$ cat src/rtl/apb_cmd_master.sv
//------------------------------------------------------------------------------
// apb_cmd_master : valid/ready command stream to single APB transfers, with a
//                  wait-state timeout and a registered response channel.
// Revision       : 1.0
//------------------------------------------------------------------------------
`default_nettype none

module apb_cmd_master #(
    parameter int ADDR_W     = 16,
    parameter int DATA_W     = 16,
    parameter int NUM_SLAVES = 16,
    parameter int TIMEOUT    = 15
) (
    input  logic                  PCLK,
    input  logic                  PRESET,
    input  logic                  cmd_valid,
    output logic                  cmd_ready,
    input  logic                  cmd_write,
    input  logic [ADDR_W-1:0]     cmd_addr,
    input  logic [DATA_W-1:0]     cmd_wdata,
    input  logic [3:0]            cmd_sel,
    output logic                  rsp_valid,
    input  logic                  rsp_ready,
    output logic [DATA_W-1:0]     rsp_rdata,
    output logic                  rsp_timeout,
    output logic                  rsp_decerr,
    output logic [ADDR_W-1:0]     PADDR,
    output logic [DATA_W-1:0]     PWDATA,
    output logic [NUM_SLAVES-1:0] PSEL,
    output logic                  PENABLE,
    output logic                  PWRITE,
    input  logic [DATA_W-1:0]     PRDATA,
    input  logic                  PREADY
);

    localparam int CNT_W = $clog2(TIMEOUT + 1);

    typedef enum logic [1:0] {
        S_IDLE   = 2'd0,
        S_SETUP  = 2'd1,
        S_ACCESS = 2'd2,
        S_RESP   = 2'd3
    } state_t;

    state_t                r_state,     w_state_nxt;
    logic [CNT_W-1:0]      r_cnt,       w_cnt_nxt;
    logic                  r_cmd_ready, w_cmd_ready_nxt;
    logic [NUM_SLAVES-1:0] r_psel,      w_psel_nxt;
    logic                  r_penable,   w_penable_nxt;
    logic [ADDR_W-1:0]     r_paddr,     w_paddr_nxt;
    logic [DATA_W-1:0]     r_pwdata,    w_pwdata_nxt;
    logic                  r_pwrite,    w_pwrite_nxt;
    logic                  r_rsp_valid, w_rsp_valid_nxt;
    logic [DATA_W-1:0]     r_rsp_rdata, w_rsp_rdata_nxt;
    logic                  r_rsp_to,    w_rsp_to_nxt;
    logic                  r_rsp_dec,   w_rsp_dec_nxt;

    logic [NUM_SLAVES-1:0] w_sel_dec;
    logic                  w_sel_legal;
    logic [CNT_W-1:0]      w_cnt_inc;

    always_comb begin
        w_sel_dec = '0;
        for (int i = 0; i < NUM_SLAVES; i++) begin
            w_sel_dec[i] = (int'(cmd_sel) == i);
        end
    end

    assign w_sel_legal = (int'(cmd_sel) < NUM_SLAVES);
    assign w_cnt_inc   = r_cnt + 1'b1;

    always_comb begin
        w_state_nxt     = r_state;
        w_cnt_nxt       = r_cnt;
        w_psel_nxt      = r_psel;
        w_penable_nxt   = r_penable;
        w_paddr_nxt     = r_paddr;
        w_pwdata_nxt    = r_pwdata;
        w_pwrite_nxt    = r_pwrite;
        w_rsp_valid_nxt = r_rsp_valid;
        w_rsp_rdata_nxt = r_rsp_rdata;
        w_rsp_to_nxt    = r_rsp_to;
        w_rsp_dec_nxt   = r_rsp_dec;

        case (r_state)
            S_IDLE: begin
                if (cmd_valid && r_cmd_ready) begin
                    if (w_sel_legal) begin
                        w_state_nxt  = S_SETUP;
                        w_cnt_nxt    = '0;
                        w_psel_nxt   = w_sel_dec;
                        w_paddr_nxt  = cmd_addr;
                        w_pwdata_nxt = cmd_wdata;
                        w_pwrite_nxt = cmd_write;
                    end else begin
                        // Out-of-range slave: answer directly, bus stays quiet
                        w_state_nxt     = S_RESP;
                        w_rsp_valid_nxt = 1'b1;
                        w_rsp_rdata_nxt = '0;
                        w_rsp_to_nxt    = 1'b0;
                        w_rsp_dec_nxt   = 1'b1;
                    end
                end
            end
            S_SETUP: begin
                w_state_nxt   = S_ACCESS;
                w_penable_nxt = 1'b1;
            end
            S_ACCESS: begin
                // PREADY wins over a timeout landing on the same edge
                if (PREADY) begin
                    w_state_nxt     = S_RESP;
                    w_psel_nxt      = '0;
                    w_penable_nxt   = 1'b0;
                    w_rsp_valid_nxt = 1'b1;
                    w_rsp_rdata_nxt = r_pwrite ? '0 : PRDATA;
                    w_rsp_to_nxt    = 1'b0;
                    w_rsp_dec_nxt   = 1'b0;
                end else begin
                    w_cnt_nxt = w_cnt_inc;
                    if (w_cnt_inc == CNT_W'(TIMEOUT)) begin
                        w_state_nxt     = S_RESP;
                        w_psel_nxt      = '0;
                        w_penable_nxt   = 1'b0;
                        w_rsp_valid_nxt = 1'b1;
                        w_rsp_rdata_nxt = '0;
                        w_rsp_to_nxt    = 1'b1;
                        w_rsp_dec_nxt   = 1'b0;
                    end
                end
            end
            S_RESP: begin
                if (rsp_ready) begin
                    w_state_nxt     = S_IDLE;
                    w_rsp_valid_nxt = 1'b0;
                    w_rsp_rdata_nxt = '0;
                    w_rsp_to_nxt    = 1'b0;
                    w_rsp_dec_nxt   = 1'b0;
                end
            end
            default: w_state_nxt = S_IDLE;
        endcase

        w_cmd_ready_nxt = (w_state_nxt == S_IDLE);
    end

    always_ff @(posedge PCLK) begin
        if (PRESET) begin
            r_state     <= S_IDLE;
            r_cnt       <= '0;
            r_cmd_ready <= 1'b0;
            r_psel      <= '0;
            r_penable   <= 1'b0;
            r_paddr     <= '0;
            r_pwdata    <= '0;
            r_pwrite    <= 1'b0;
            r_rsp_valid <= 1'b0;
            r_rsp_rdata <= '0;
            r_rsp_to    <= 1'b0;
            r_rsp_dec   <= 1'b0;
        end else begin
            r_state     <= w_state_nxt;
            r_cnt       <= w_cnt_nxt;
            r_cmd_ready <= w_cmd_ready_nxt;
            r_psel      <= w_psel_nxt;
            r_penable   <= w_penable_nxt;
            r_paddr     <= w_paddr_nxt;
            r_pwdata    <= w_pwdata_nxt;
            r_pwrite    <= w_pwrite_nxt;
            r_rsp_valid <= w_rsp_valid_nxt;
            r_rsp_rdata <= w_rsp_rdata_nxt;
            r_rsp_to    <= w_rsp_to_nxt;
            r_rsp_dec   <= w_rsp_dec_nxt;
        end
    end

    assign cmd_ready   = r_cmd_ready;
    assign PSEL        = r_psel;
    assign PENABLE     = r_penable;
    assign PADDR       = r_paddr;
    assign PWDATA      = r_pwdata;
    assign PWRITE      = r_pwrite;
    assign rsp_valid   = r_rsp_valid;
    assign rsp_rdata   = r_rsp_rdata;
    assign rsp_timeout = r_rsp_to;
    assign rsp_decerr  = r_rsp_dec;

endmodule

`default_nettype wire

$ cat config.mk
export PLATFORM = sky130hd
export DESIGN_NAME = apb_cmd_master
export DESIGN_NICKNAME = d
export VERILOG_FILES = /design/src/rtl/apb_cmd_master.sv
export SDC_FILE = /design/constraint.sdc
export NUM_CORES = 1
export LEC_CHECK = 0
export ABC_CLOCK_PERIOD_IN_PS = 5400
export CAP_MARGIN = 20
export CORE_MARGIN = 2
export CORE_UTILIZATION = 55
export DETAILED_ROUTE_END_ITERATION = 10
export DONT_BUFFER_PORTS = 1
export PLACE_DENSITY = 0.79
export SETUP_SLACK_MARGIN = 0.1
export SLEW_MARGIN = 15
export SYNTH_ARGS = -nofsm -noshare
export SYNTH_HDL_FRONTEND = slang
export SYNTH_SLANG_ARGS = --single-unit
$ cat constraint.sdc
create_clock -name PCLK -period 5.4 [get_ports PCLK]
set_clock_uncertainty 0.2 [all_clocks]
set_input_delay 0.81 -clock PCLK [delete_from_list [all_inputs] [get_ports PCLK]]
set_output_delay 0.81 -clock PCLK [all_outputs]
set_load 0.02 [all_outputs]
==> impl_metrics.yaml, run 1 <==
outcome:
  outcome: "complete, no violations"
critical_path:
  critical_path_buf_inv_count: 0
  reg2reg_setup_slack_ns: 2.83
  path_class: "reg -> reg"
  cp-startpoint: "r_state[1]"
  endpoint: "rsp_rdata[12]"
  start_kind: "flop"
  crit_cells: 4
  r2r_cells: 4
  slowest_stage: "nor4b_4"
  crit_path_end_kind: "flop"
  crit_chain: "nand2b_1 > nor4b_4 > a22o_1 > a21o_1"
  max_stage_delay_ns: 0.86
  crit_arrival_ns: 2.65
  r2r_end: "rsp_rdata[12]"
  timing.rr.start: "r_state[1]"
  worstPathRequired_ns: 5.48
  cp_max_fo: 18
  path_delay_family: "simple AND/OR/NAND/NOR gates"
sta:
  period_share: 0.476
  min_period_ns: 2.57
  rsz0062_at_grt: "false"
  whs_ns: 0.304
  slew_viol_final: 0
  max_freq_mhz: 389
  slew_headroom: 0.442
  worst_slew_pin_slew_ns: 0.834
  fin_tns_setup_ns: 0
  setup-violations-final: 0
  layout_setup_ws_ns: 2.83
  hold_violations: 0
yosys:
  synth-simple-area-share: 0.210
  synth_nets: 424
  async_reset_ff_frac: 0
  yosys_warnings: 0
  syn_area_per_cell_um2: 8.55
  syn-cell-area_um2: 3110
  synthFlopType: "dfxtp_1"
  synthCells: 364
  synth_top_family_by_area: "compound AO/OA/AOI/OAI gates"
  synth-compound-area-share: 0.247
  yosysSeqAreaShare: 0.483
  synth_mux_area_frac: 0
  synth_fa_ha_area_frac: 0.00805
  ys_ff_latch: 75
  synth_edf_count: 0
  netlist-cell-type-count: 36
  synth-xor-area-share: 0
pwr:
  p_sw_uw: 321
  internal_power_uw: 891
  p_leak_nw: 1.30
  seq_power_share: 0.524
  power_density_nw_per_um2: 364
  pwr-share-clk: 0.398
  swShare: 0.265
  ir_drop_uv: 226
  comb_power_share: 0.078
finish:
  nNetsFinal: 410
  syn_to_final_growth_pct: 6.92
  drive_gt1_frac: 0.0676
  n_fill_cell: 515
  fin_cells: 427
  stdcell_area_um2: 3330
  layout_common_cells: "nand2_1, dfxtp_1, a21oi_1, nor2b_1"
  final_common_cell: "nand2_1"
  diodes: 0
detailed_routing:
  antenna_left: 0
  wirelength_um: 7110
  wl_per_cell_um: 16.6
  viasPerCell: 5.90
  drc: 0
  vias: 2519
  drt_iter0_drc: 128
  firstDrtPassIters: 4
clock_tree:
  clk_pin_slew_ns: 0.07
  clkLatencyLatePin_ns: 0.34
  cts_resized: 0
  hold_buffers: 0
  cts_num_sinks: 75
  htree_num_levels: 3
  cts_tree: "yes"
  cts_buffers: 9
  postCtsSetupBuffers: 0
  clock_path_buffers: 2
  clock-root-buffer: "clkbuf_8"
global_routing:
  grt_pass1_vias: 2444
  gr-total-overflow: 0
  grt.total_usage: 0.230
  antenna_found_initial: 0
  grt_pass1_wl_um: 11300
  grt_max_degree: 64
flow_run:
  drv_cap: 0
floorplanning:
  initial_core_util: 0.568
  die-width_um: 79.2
  core_area_um2: 5470
  num_rows: 27
  ios: 128
  die_y_um: 79.2
  die_area_um2: 6270
place:
  place_hpwl_um: 4730
  gp_congestion: 0.835
  pre_cts_ws_ns: 2.82
  io_buffers: 0
  dp_cells: 411
  place_area_um2: 3090
hold_path:
  hp-class: "reg -> reg"
==> per-stage QoR <==
stage                      util  power, mW
final                     0.608       1.21
after global routing      0.608       1.26
after CTS                 0.606       1.22
after detailed placement  0.565      0.742
after global placement    0.564      0.736
after floorplan               -      0.729
==> worst register-to-register path, cell delays in order, from the launching register on <==
cell	delay, ns
dfxtp_1	0.59
nand2b_1	0.52
nor4b_4	0.86
a22o_1	0.26
a21o_1	0.08
==> cells in the mapped netlist (all sizes together), types with 2 or more instances <==
master   n  area (um^2)
nor2    12         45.0
nor4b    2         32.5
nand2b   2         12.5
and2     2         12.5
inv      3         11.3
or3b     2         20.0
a21o    16          120
clkbuf  10         37.5
nor2b   21          131
dfxtp   75         1500
buf     18          110
nor4     2         18.8
a32oi   16          140
a21oi   41          205
ha       2         25.0
o211a    2         20.0
nand3    3         15.0
nand2   87          327
a22o    16          140
o21ai   23          115
==> registers in the layout (all words and copies together) (netlist names) <==
name / cells
PWRITE: 1
r_cnt: 4
PENABLE: 1
rsp_timeout: 1
rsp_rdata: 16
PSEL: 16
r_state: 2
PADDR: 16
rsp_valid: 1
PWDATA: 16
cmd_ready: 1
==> worst min-delay path by stage <==
| stage | from | slack [ns] | to | cells past startpoint |
|---|---|---|---|---|
| floorplan | r_cnt[2] | 0.27 | r_cnt[2] | 2 |
| global placement | r_cnt[3] | 0.28 | r_cnt[3] | 2 |
| detailed placement | r_cnt[3] | 0.30 | r_cnt[3] | 2 |
| CTS | r_cnt[3] | 0.31 | r_cnt[3] | 2 |
| global route | PRESET | 0.31 | PWDATA[0] | 1 |
| finish | r_cnt[3] | 0.30 | r_cnt[3] | 2 |
==> power by group through the flow <==
stage / sequential (mW) / combinational [mW] / clock, mW
floorplan: 0.639 / 0.0902 / 0
global placement: 0.648 / 0.0885 / 0
detailed placement: 0.648 / 0.0934 / 0
CTS: 0.636 / 0.0934 / 0.493
global route: 0.639 / 0.107 / 0.516
finish: 0.635 / 0.0942 / 0.482
==> layer usage <==
metal | vias up | part of all wire | GRT usage | routed length, um
li1 | 1244 | - | - | -
met1 | 1184 | 0.41 | 0.262 | 2910
met2 | 84 | 0.49 | 0.373 | 3450
met3 | 7 | 0.093 | 0.100 | 658
met4 | 0 | 0.012 | 0.103 | 87
met5 | - | 0 | 0 | 0
==> logic make-up (layout without fill, tap and decap cells) <==
family,count (synthesis),after routing
other,1,1
AOI/OAI and AO/OA,117,117
adders and majority gates,2,2
DFF,75,75
buffers and inverters,31,22
and+or+nand+nor,138,138
==> layout make-up <==
| type | count | area (um^2) | area share |
|---|---|---|---|
| Clock buffer | 11 | 141 | 0.0425 |
| Clock inverter | 5 | 82.6 | 0.0248 |
| Inverter | 3 | 11.3 | 0.00339 |
| Multi-Input combinational cell | 258 | 1480 | 0.444 |
| Sequential cell | 75 | 1500 | 0.451 |
| Tap cell | 72 | 90.1 | 0.0271 |
| Timing Repair Buffer | 3 | 22.5 | 0.00677 |
Power figures use the tool's default switching activity.
==> run 2, diff against run 1 <==
--- a/config.mk
+++ b/config.mk
@@ -5,7 +5,8 @@
 export SDC_FILE = /design/constraint.sdc
 export NUM_CORES = 1
 export LEC_CHECK = 0
-export ABC_CLOCK_PERIOD_IN_PS = 5400
+export ABC_AREA = 1
+export ABC_CLOCK_PERIOD_IN_PS = 2650
 export CAP_MARGIN = 20
 export CORE_MARGIN = 2
 export CORE_UTILIZATION = 55
==> constraint.sdc (replaced) <==
create_clock -name PCLK -period 2.65 [get_ports PCLK]
set_clock_uncertainty 0.2 [all_clocks]
set_input_delay 0.3975 -clock PCLK [delete_from_list [all_inputs] [get_ports PCLK]]
set_output_delay 0.3975 -clock PCLK [all_outputs]
set_load 0.02 [all_outputs]
==> run 2 against run 1 <==
Net effect:
- setup slack worse by 2.4 ns
- synthesized cell count up 9.6%
- routed wire length down 7.1%
- register-to-register slack worse by 2.4 ns
- design area up 1.6%
- utilization up 5.0 points
==> impl_metrics.yaml, run 2 <==
sta:
  hold_violations: 0
  rsz0062_at_grt: "false"
  slew_headroom: 0.406
  slew_viol_final: 0
  setup-violations-final: 0
  min_period_ns: 2.24
  layout_setup_ws_ns: 0.408
  period_share: 0.846
  worst_slew_pin_slew_ns: 0.889
  whs_ns: 0.0150
  max_freq_mhz: 446
  fin_tns_setup_ns: 0
yosys:
  synthCells: 399
  synth_commonest_cells: "nor2_1, nand2_1, dfxtp_1, o21ai_0, a21oi_1"
  synth-compound-area-share: 0.105
  yosysTopAreaCell: "dfxtp_1"
  yosys_warnings: 0
  synthFlopType: "dfxtp_1"
  netlist-cell-type-count: 25
  syn-cell-area_um2: 2950
  synth_top_family_by_area: "simple AND/OR/NAND/NOR gates"
  synth_mux_area_frac: 0
  yosysSeqAreaShare: 0.508
  async_reset_ff_frac: 0
  synth-xor-area-share: 0
  ys_top_cells_by_area: "dfxtp_1, nor2_1, nand2_1"
  synth-simple-area-share: 0.310
  yosysTopAreaCellShare: 0.508
  syn_area_per_cell_um2: 7.40
  synth_nets: 459
  synth_edf_count: 0
  ys_ff_latch: 75
  synth_fa_ha_area_frac: 0.00847
  synth_most_common_cell: "nor2_1"
finish:
  final_common_cell: "nor2_1"
  stdcell_area_um2: 3380
  nNetsFinal: 477
  fin_cells: 492
  layout_common_cells: "nor2_1, nand2_1, dfxtp_1, o21ai_0, a21oi_1"
  diodes: 0
  final_core_util: 0.657
  syn_to_final_growth_pct: 14.4
  drive_gt1_frac: 0.0900
place:
  io_buffers: 0
  pre_cts_ws_ns: 0.773
  place_hpwl_um: 4270
  dp_cells: 453
  place_area_um2: 2940
  gp_congestion: 0.863
clock_tree:
  cts_tree: "yes"
  clock_path_buffers: 2
  cts_resized: 0
  clock-root-buffer: "clkbuf_8"
  htree_num_levels: 3
  cts_num_sinks: 75
  clk_pin_slew_ns: 0.08
  cts_buffers: 9
  clkLatencyLatePin_ns: 0.35
critical_path:
  path_class: "reg -> reg"
  crit_path_end_kind: "flop"
  endpoint: "rsp_rdata[2]"
  start_kind: "flop"
  worstPathRequired_ns: 2.69
  cp_max_fo: 17
  r2r_cells: 11
  cp-startpoint: "r_cnt[0]"
  crit_arrival_ns: 2.28
  r2r_end: "rsp_rdata[2]"
  reg2reg_setup_slack_ns: 0.41
  timing.rr.start: "r_cnt[0]"
detailed_routing:
  wl_per_cell_um: 13.4
  firstDrtPassIters: 5
  drt_iter0_drc: 134
  vias: 2514
  wirelength_um: 6600
  viasPerCell: 5.11
  antenna_left: 0
  drc: 0
global_routing:
  antenna_found_initial: 0
  grt_pass1_vias: 2406
  grt_pass1_wl_um: 10600
  gr-total-overflow: 0
  grt.total_usage: 0.224
  grt_max_degree: 38
floorplanning:
  die_y_um: 77.3
  ios: 128
  die_area_um2: 5970
  core_area_um2: 5140
  initial_core_util: 0.575
  num_rows: 26
  die-width_um: 77.3
hold_path:
  whs_path_depth: 2
  hp-class: "in -> reg"
pwr:
  p_total_mw: 2.72
  p_leak_nw: 1.35
  power_density_nw_per_um2: 803
  ir_drop_uv: 445
outcome:
  outcome: "complete, no violations"
flow_run:
  drv_cap: 0
-- run 2: metal layers --
layer | up-vias | global-route usage | wire, um
met5 | - | 0 | 0
met4 | 0 | 0.121 | 240
met3 | 23 | 0.0812 | 556
met2 | 95 | 0.375 | 3150
met1 | 1112 | 0.246 | 2660
li1 | 1284 | - | -
-- run 2: critical path, stage by stage, from the launching register on --
cell,delay (ns)
dfxtp_1,0.41
ha_1,0.20
inv_1,0.04
nand2_1,0.07
nand2_1,0.06
nor2_2,0.09
nand2_1,0.08
nand3_1,0.11
nand2_4,0.14
nand2_1,0.10
a21oi_2,0.05
dlygate4sd3_1,0.58
-- run 2: cell families after synthesis --
logic type,Yosys count
adder cells (fa/ha/maj),2
other,1
AND/OR/NAND/NOR,225
AO/OA/AOI/OAI,59
flip-flops,75
buffers and inverters,37
-- run 2: worst min path at each step --
stage	startpoint	to	slack (ns)
global route	cmd_wdata[8]	PWDATA[8]	0.02
global placement	r_cnt[3]	r_cnt[3]	0.26
finish	cmd_wdata[10]	PWDATA[10]	0.02
floorplan	r_cnt[3]	r_cnt[3]	0.25
CTS	cmd_wdata[10]	PWDATA[10]	0.007
detailed placement	r_cnt[3]	r_cnt[3]	0.26
-- run 2: repair_timing --
action                     CTS  global route
setup endpoints to repair    0             1
setup buffers                0             6
hold endpoints to repair    23             0
hold buffers                17             0
-- run 2: layout make-up --
class	count	area, um^2
fillers	445	1760
inverters	17	63.8
repair buffers	27	245
clock buffers	12	155
well taps	70	87.6
clock inverters	4	72.6
flip-flops and latches	75	1500
multi-input cells	287	1250
-- run 2: power by group --
| part | leakage, nW | internal, mW | switching, mW |
|---|---|---|---|
| sequential | 0.612 | 1.23 | 0.187 |
| clock | 0.113 | 0.581 | 0.416 |
| combinational | 0.621 | 0.117 | 0.189 |
==> run 3, diff against run 2 <==
--- a/config.mk
+++ b/config.mk
@@ -5,8 +5,8 @@
 export SDC_FILE = /design/constraint.sdc
 export NUM_CORES = 1
 export LEC_CHECK = 0
-export ABC_AREA = 1
-export ABC_CLOCK_PERIOD_IN_PS = 2650
+export ABC_AREA = 0
+export ABC_CLOCK_PERIOD_IN_PS = 2100
 export CAP_MARGIN = 20
 export CORE_MARGIN = 2
 export CORE_UTILIZATION = 55
==> constraint.sdc (replaced) <==
create_clock -name PCLK -period 2.1 [get_ports PCLK]
set_clock_uncertainty 0.2 [all_clocks]
set_input_delay 0.315 -clock PCLK [delete_from_list [all_inputs] [get_ports PCLK]]
set_output_delay 0.315 -clock PCLK [all_outputs]
set_load 0.02 [all_outputs]
==> run 3 against run 2 <==
Net effect:
- sequential power rose by 16%
- critical path depth fell by 5
- non-clock buffer count rose by 37
- flip-flop and latch count did not move
- worst hold slack improved by 0.010 ns
- routed wire length rose by 24%
- sequential share of layout area fell by 6.2 points
- clock-buffer cell count fell by 2
- die area rose by 5.0%
- fmax rose by 21%
- first-iteration DRC count fell by 9.7%
- highest routed layer unchanged
==> impl_metrics.yaml, run 3 (synthesis results as in run 1) <==
floorplanning:
  core_area_um2: 5470
  die_y_um: 79.2
  ios: 128
  initial_core_util: 0.568
  num_rows: 27
  die-width_um: 79.2
  die_area_um2: 6270
detailed_routing:
  firstDrtPassIters: 4
  wirelength_um: 8160
  drt_iter0_drc: 121
  antenna_left: 0
  drc: 0
  viasPerCell: 5.70
  vias: 2782
  wl_per_cell_um: 16.7
clock_tree:
  htree_num_levels: 3
  clk_pin_slew_ns: 0.08
  cts_tree: "yes"
  postCtsSetupBuffers: 0
  clkLatencyLatePin_ns: 0.33
  clock-root-buffer: "clkbuf_8"
  cts_buffers: 9
  cts_num_sinks: 75
  clock_path_buffers: 2
sta:
  min_period_ns: 1.85
  fin_tns_setup_ns: 0
  max_freq_mhz: 539
  period_share: 0.883
  worst_slew_pin_slew_ns: 0.645
  rsz0062_at_grt: "false"
  hold_violations: 0
  slew_viol_final: 0
  setup-violations-final: 0
  slew_headroom: 0.566
place:
  place_area_um2: 3170
  place_hpwl_um: 4600
  gp_congestion: 0.862
  io_buffers: 0
finish:
  syn_to_final_growth_pct: 26.4
  diodes: 0
  final_common_cell: "nand2_1"
  nNetsFinal: 471
  n_fill_cell: 422
  drive_gt1_frac: 0.0793
  layout_common_cells: "nand2_1, dfxtp_1, dlygate4sd3_1, a21oi_1, nor2b_1"
  stdcell_area_um2: 3930
critical_path:
  start_kind: "flop"
  worstPathRequired_ns: 2.13
  cp_max_fo: 17
  crit_path_end_kind: "flop"
  path_class: "reg -> reg"
  crit_arrival_ns: 1.89
pwr:
  p_total_mw: 3.23
  power_density_nw_per_um2: 821
  ir_drop_uv: 574
  p_leak_nw: 1.56
outcome:
  outcome: "complete, no violations"
global_routing:
  grt_pass1_wl_um: 12600
  grt_max_degree: 41
  grt.total_usage: 0.257
  grt_pass1_vias: 2594
  gr-total-overflow: 0
  antenna_found_initial: 0
flow_run:
  drv_cap: 0
hold_path:
  hp-class: "in -> reg"
==> run 3: worst paths after layout <==
path	start	endpoint	slack [ns]	cells after the start
worst max-delay path	r_cnt[0]	rsp_rdata[4]	0.25	6
worst min-delay path	PRESET	rsp_rdata[7]	0.02	2
worst min register to register	r_cnt[2]	r_cnt[2]	0.31	2
worst max register to register	r_cnt[0]	rsp_rdata[4]	0.25	6
==> run 3: what timing repair did <==
| action | in CTS | in global routing |
|---|---|---|
| setup endpoints to repair | 0 | 0 |
| resized for setup | 0 | 0 |
| hold endpoints to repair | 55 | 1 |
| hold buffers | 52 | 1 |
==> run 3: stage by stage <==
stage	utilization	worst slack, ns	hold WS, ns	std cells
finish	0.719	0.246	0.0250	488
CTS	0.717	0.263	0.00366	487
global route	0.719	0.106	0.00346	488
floorplan	-	0.235	0.251	364
global placement	0.578	0.333	0.192	419
detailed placement	0.578	0.276	0.199	419
==> run 3: final cells by class <==
cell class | count | area, um^2 | share of cell area
sequential | 75 | 1500 | 0.382
multi-input combinational | 258 | 1470 | 0.373
timing repair buffer | 64 | 636 | 0.162
clock buffer | 10 | 138 | 0.0350
tap | 72 | 90.1 | 0.0229
clock inverter | 6 | 88.8 | 0.0226
inverter | 3 | 11.3 | 0.00286
==> run 3: worst max-delay path, stage by stage (launching register included) <==
cell and delay (ns):
dfxtp_1 0.35, ha_1 0.25, nor3b_1 0.29, nand2_1 0.13
o211a_1 0.14, buf_4 0.20, a21o_1 0.19
==> run 3: routing by layer <==
metal  share of wire  track usage  vias to the layer above
met3           0.074       0.0795                       15
met1            0.39        0.294                     1303
met4           0.022        0.112                        0
li1                -            -                     1359
met2            0.51        0.442                      105
met5               0            0                        -
==> run 3: where the power goes <==
part	internal [mW]	switching (mW)	leakage, nW	total, mW
combinational	0.174	0.195	0.844	0.369
clock	0.701	0.529	0.108	1.23
sequential	1.49	0.137	0.608	1.63
total	2.37	0.860	1.56	3.23
